$ cat src/rtl/gouram_trace_buffer.sv
// ============================================================================
// Module  : gouram_trace_buffer
// Brief   : FIFO for gouram trace records, drained as 4-beat valid/ready stream
// Revision: 1.0
// ============================================================================
`default_nettype none

module gouram_trace_buffer #(
  parameter int TRACE_WIDTH = 128,
  parameter int OUT_WIDTH   = 32,
  parameter int DEPTH       = 16,
  parameter int ADDR_W      = 4
) (
  input  logic                   clk,
  input  logic                   rst_n,
  input  logic                   trace_valid_i,
  input  logic [TRACE_WIDTH-1:0] trace_data_i,
  output logic                   fifo_full_o,
  output logic [ADDR_W:0]        level_o,
  output logic                   m_valid_o,
  output logic [OUT_WIDTH-1:0]   m_data_o,
  output logic                   m_last_o,
  input  logic                   m_ready_i,
  output logic [15:0]            overflow_count_o,
  input  logic                   clear_overflow_i
);

  localparam logic [0:0]      c_idle  = 1'b0;
  localparam logic [0:0]      c_send  = 1'b1;
  localparam logic [ADDR_W:0] c_depth = (ADDR_W+1)'(DEPTH);

  logic [TRACE_WIDTH-1:0] mem_q [DEPTH];
  logic [ADDR_W-1:0]      wr_ptr_q, rd_ptr_q;
  logic [ADDR_W:0]        level_q, level_d;
  logic                   full_q;
  logic [0:0]             state_q, state_d;
  logic [1:0]             beat_q, beat_d;
  logic [TRACE_WIDTH-1:0] hold_q;
  logic [15:0]            ovf_q, ovf_d;
  logic                   pop, push, drop;
  logic [OUT_WIDTH-1:0]   beats [4];

  for (genvar g = 0; g < 4; g++) begin : g_beat
    assign beats[g] = hold_q[g*OUT_WIDTH +: OUT_WIDTH];
  end

  // Output sequencer: a pop always coincides with loading the holding register.
  always_comb begin
    state_d = state_q;
    beat_d  = beat_q;
    pop     = 1'b0;
    case (state_q)
      c_idle: begin
        if (level_q != '0) begin
          pop     = 1'b1;
          beat_d  = 2'd0;
          state_d = c_send;
        end
      end
      c_send: begin
        if (m_ready_i) begin
          if (beat_q != 2'd3) begin
            beat_d = beat_q + 2'd1;
          end else if (level_q != '0) begin
            pop    = 1'b1;
            beat_d = 2'd0;
          end else begin
            state_d = c_idle;
          end
        end
      end
      default: state_d = c_idle;
    endcase
  end

  // A pop frees a slot in the same cycle, so a full FIFO can still accept.
  assign push = trace_valid_i && ((level_q != c_depth) || pop);
  assign drop = trace_valid_i && !push;

  always_comb begin
    level_d = level_q;
    case ({push, pop})
      2'b10:   level_d = level_q + 1'b1;
      2'b01:   level_d = level_q - 1'b1;
      default: level_d = level_q;
    endcase
  end

  always_comb begin
    ovf_d = ovf_q;
    if (clear_overflow_i) begin
      ovf_d = drop ? 16'd1 : 16'd0;
    end else if (drop && (ovf_q != 16'hFFFF)) begin
      ovf_d = ovf_q + 16'd1;
    end
  end

  always_ff @(posedge clk) begin
    if (push) begin
      mem_q[wr_ptr_q] <= trace_data_i;
    end
  end

  always_ff @(posedge clk or negedge rst_n) begin
    if (!rst_n) begin
      wr_ptr_q <= '0;
      rd_ptr_q <= '0;
      level_q  <= '0;
      full_q   <= 1'b0;
      state_q  <= c_idle;
      beat_q   <= 2'd0;
      hold_q   <= '0;
      ovf_q    <= 16'd0;
    end else begin
      if (push) begin
        wr_ptr_q <= wr_ptr_q + 1'b1;
      end
      if (pop) begin
        rd_ptr_q <= rd_ptr_q + 1'b1;
        hold_q   <= mem_q[rd_ptr_q];
      end
      level_q <= level_d;
      full_q  <= (level_d == c_depth);
      state_q <= state_d;
      beat_q  <= beat_d;
      ovf_q   <= ovf_d;
    end
  end

  assign m_valid_o        = (state_q == c_send);
  assign m_data_o         = m_valid_o ? beats[beat_q] : '0;
  assign m_last_o         = m_valid_o && (beat_q == 2'd3);
  assign level_o          = level_q;
  assign fifo_full_o      = full_q;
  assign overflow_count_o = ovf_q;

endmodule

`default_nettype wire
$ cat config.mk
export PLATFORM = sky130hd
export DESIGN_NAME = gouram_trace_buffer
export DESIGN_NICKNAME = d
export VERILOG_FILES = /design/src/rtl/gouram_trace_buffer.sv
export SDC_FILE = /design/constraint.sdc
export NUM_CORES = 2
export LEC_CHECK = 0
export ABC_AREA = 1
export ABC_CLOCK_PERIOD_IN_PS = 13700
export BUFFER_PORTS_ARGS = -buffer_cell sky130_fd_sc_hd__buf_2
export CORE_ASPECT_RATIO = 0.8
export CORE_MARGIN = 2
export CORE_UTILIZATION = 60
export DETAILED_ROUTE_END_ITERATION = 10
export HOLD_SLACK_MARGIN = 0.05
export PLACE_DENSITY = 0.74
export SYNTH_ARGS = -nofsm -noshare
export SYNTH_HDL_FRONTEND = slang
export SYNTH_SLANG_ARGS = --single-unit
$ cat constraint.sdc
create_clock -name clk -period 13.7 [get_ports clk]
set_input_delay 1.37 -clock clk [delete_from_list [all_inputs] [get_ports clk]]
set_output_delay 1.37 -clock clk [all_outputs]
set_load 0.03 [all_outputs]
==> out/results.tsv <==
metric	value	unit
status	finished, final reports clean	
Post-synth EDFFs	2048	
GPL Wtd Cong	0.863	
final cell count without fillers	9143	
Starting Density	60.3	%
Die Ht	345	µm
Peak supply drop	0.231	mV
core area	145000	µm²
most numerous cell on the critical path	a21oi_1	
placed insts	8760	
CTS tree	built	
share of layout cells above drive strength 1	8.09	%
main combinational cell family by area after synthesis	simple AND/OR/NAND/NOR gates	
I/O Buffers	188	
worst slew pin tran	1300	ps
CTS Root Buffer Type	clkbuf_16	
post-synth cell types	38	
mux contribution to synthesized area	0	%
residual DRC count	0	
element type at the critical path end	output port	
Lkg Pwr	0.0332	µW
async set or reset register ratio after synthesis	7.29	%
CP max-delay cell	inv_2	
Hold/Removal Path Class	reg2reg	
synth warn	0	
clock buffer depth	3	
Initial DRC Count	9050	
Slew HR	12.9	%
area leader, netlist	edfxtp_1	
FF+latch count, synth	2209	
row cnt	125	
endpoints failing setup	0	
FF-to-FF setup slack	8330	ps
H-tree Lvls	4	
WP data arrival	4440	ps
ANT nets after route	0	
Simple-Gate Fraction of Synth Area	12.7	%
minimum clock period	5810	ps
fin crit share	42.4	%
Buf/Inv on CP	3	
# nets final	7199	
most common cell in the netlist	edfxtp_1	
Clk Latency, worst-skew pair	860	ps
aggregate negative setup slack	0	ps
final wirelength	233000	µm
RSZ-0062 raised after global routing	false	
Post-CTS Hold Buffers	0	
global-route wire length before repair	346000	µm
f_max	0.172	GHz
CP Data Required Time	12330	ps
share of the synthesized area in the top cell type	70.4	%
HPWL Detailed	118000	µm
DR pass1 iterations	6	
Slew Viols, Final	0	
number of max-cap violations	0	
largest net degree at the start of global routing	250	
crit-path cells	buf_4, inv_2, a21oi_1, o21ai_0, a21oi_1, buf_2	
critical path class	reg2out	
power density over cell area	215	nW/µm²
gr ovfl total	0	
Mapped Nets	7198	
synthesized area	87300	µm²
slowest stage delay, CP	810	ps
Core Util, Final	66.2	%
CP delay by family, top	buffers and inverters	
Post-synth top flop	edfxtp_1	
Die Span X	430	µm
post-cts sizing count	0	
Fill cells	10100	
die area	149000	µm²
CP Launch Type	flip-flop	
vias per cell	6.32	
vias	57800	
setup bufs post-CTS	0	
Synth Area in XOR/XNOR	0.150	%
initial antenna violation count	27	
Routed WL per cell	25.5	µm
Seq/Total Area, Yosys	75.1	%
Fin. Hold Viols	0	
average size of a mapped cell	12.4	µm²
Adder-Cell Fraction of Synth Area	0.166	%
io pins	189	
CTS buffer count	198	
gr usage total	31.0	%
Sink Count	2209	
clock slew at reported path FFs	70	ps
P&R area growth vs syn	9.87	%
top cells by count, synth	edfxtp_1 (2048), nand2_1 (1364), nor2_1 (994)	
Compound-Gate Fraction of Synth Area	9.30	%
clk_skew	30.7	ps
Synth area leaders	edfxtp_1 (70%), nand2_1 (5.9%), o21ai_0 (5.1%), dfrtp_1 (4.6%), nor2_1 (4.3%)	
vias in the first global route	54300	
Cells after Synth	7054	
crit-path max FO	66	
[flip-flops by register name, summed over array words and instances (netlist names), 2 cells and up]
signal / count
overflow_count_o: 16
wr_ptr_q: 4
mem_q: 2048
level_o: 5
rd_ptr_q: 4
beat_q: 2
hold_q: 128
[cells in the final DEF, fill, tap and decap left out, types with 7 or more instances in the layout]
cell type,netlist,layout
xor2_1,12,12
o31ai_1,31,31
a21boi_0,7,7
nand3_1,414,414
nor2_4,2,18
a21oi_1,164,164
clkbuf_8,0,23
dfrtp_1,161,156
nor3_1,18,18
bufinv_16,0,12
a211oi_1,15,15
clkbuf_1,285,75
diode_2,0,11
buf_2,129,187
o21ai_0,885,885
buf_4,23,75
clkinv_2,0,23
edfxtp_1,2048,2048
inv_1,39,36
inv_6,0,7
o22ai_1,385,385
ha_1,10,10
clkbuf_16,0,199
clkinv_1,3,23
nor2_1,994,978
buf_12,0,11
nand2_1,1364,1363
[per-layer routing]
layer	routed length, µm	part of all wire [%]	global-route usage [%]	up-vias
li1	-	-	-	25400
met1	89800	39	45.1	28300
met2	106000	46	46.7	3613
met3	27900	12	6.23	486
met4	8640	3.7	11.7	20
met5	134	0.058	0	-
[per-stage QoR]
stage | setup WS, ps | cell area [µm²] | total power [µW] | hold WS (ps)
after floorplan | 5680 | 87300 | 13000 | 444
after global placement | 8040 | 89500 | 15000 | 458
after detailed placement | 7940 | 89500 | 15100 | 465
after CTS | 8040 | 95900 | 20500 | 481
after global routing | 7940 | 95900 | 21500 | 489
final | 7890 | 95900 | 20600 | 481
[layout make-up]
cell class,instances,area (µm²),area share [%]
Sequential cell,2209,65500,68.3
Multi-Input combinational cell,4327,19600,20.5
Clock buffer,296,5560,5.80
Tap cell,1905,2380,2.49
Timing Repair Buffer,274,1730,1.81
Clock inverter,76,806,0.840
Inverter,45,210,0.219
Antenna cell,11,27.5,0.0287
[worst reg2reg max path: stages (launching register included)]
cell and delay [ps]:
dfrtp_1 400, inv_2 620, a21o_1 440, nor2_1 170, nor2_1 430, nand2_1 380
nor2_4 160, buf_4 650, buf_4 860, buf_4 790
[worst paths after layout]
kind / startpoint / to / cells past startpoint
worst max-delay path: beat_q[0] / m_data_o[27] / 6
worst min-delay path: hold_q[111] / hold_q[111] / 2
worst max register to register: m_valid_o / mem_q[5][101] / 9
worst min register to register: hold_q[111] / hold_q[111] / 2
max in group asynchronous: rst_n / hold_q[90] / 2
min in group asynchronous: rst_n / hold_q[18] / 1
[kinds of logic after synthesis]
family	after synthesis
AND/OR/NAND/NOR	2805
flip-flops	2209
AO/OA/AOI/OAI	1496
buffers and inverters	518
XOR/XNOR	15
adder cells (fa/ha/maj)	11
[report_power, final]
| part | total [µW] | internal [µW] | leakage, µW | switching (µW) |
|---|---|---|---|---|
| Sequential | 8550 | 8180 | 0.0205 | 374 |
| Clock | 5490 | 3050 | 0.00310 | 2440 |
| Combinational | 6590 | 1690 | 0.00961 | 4900 |
| Total | 20600 | 12900 | 0.0332 | 7720 |
Power figures use the tool's default switching activity.
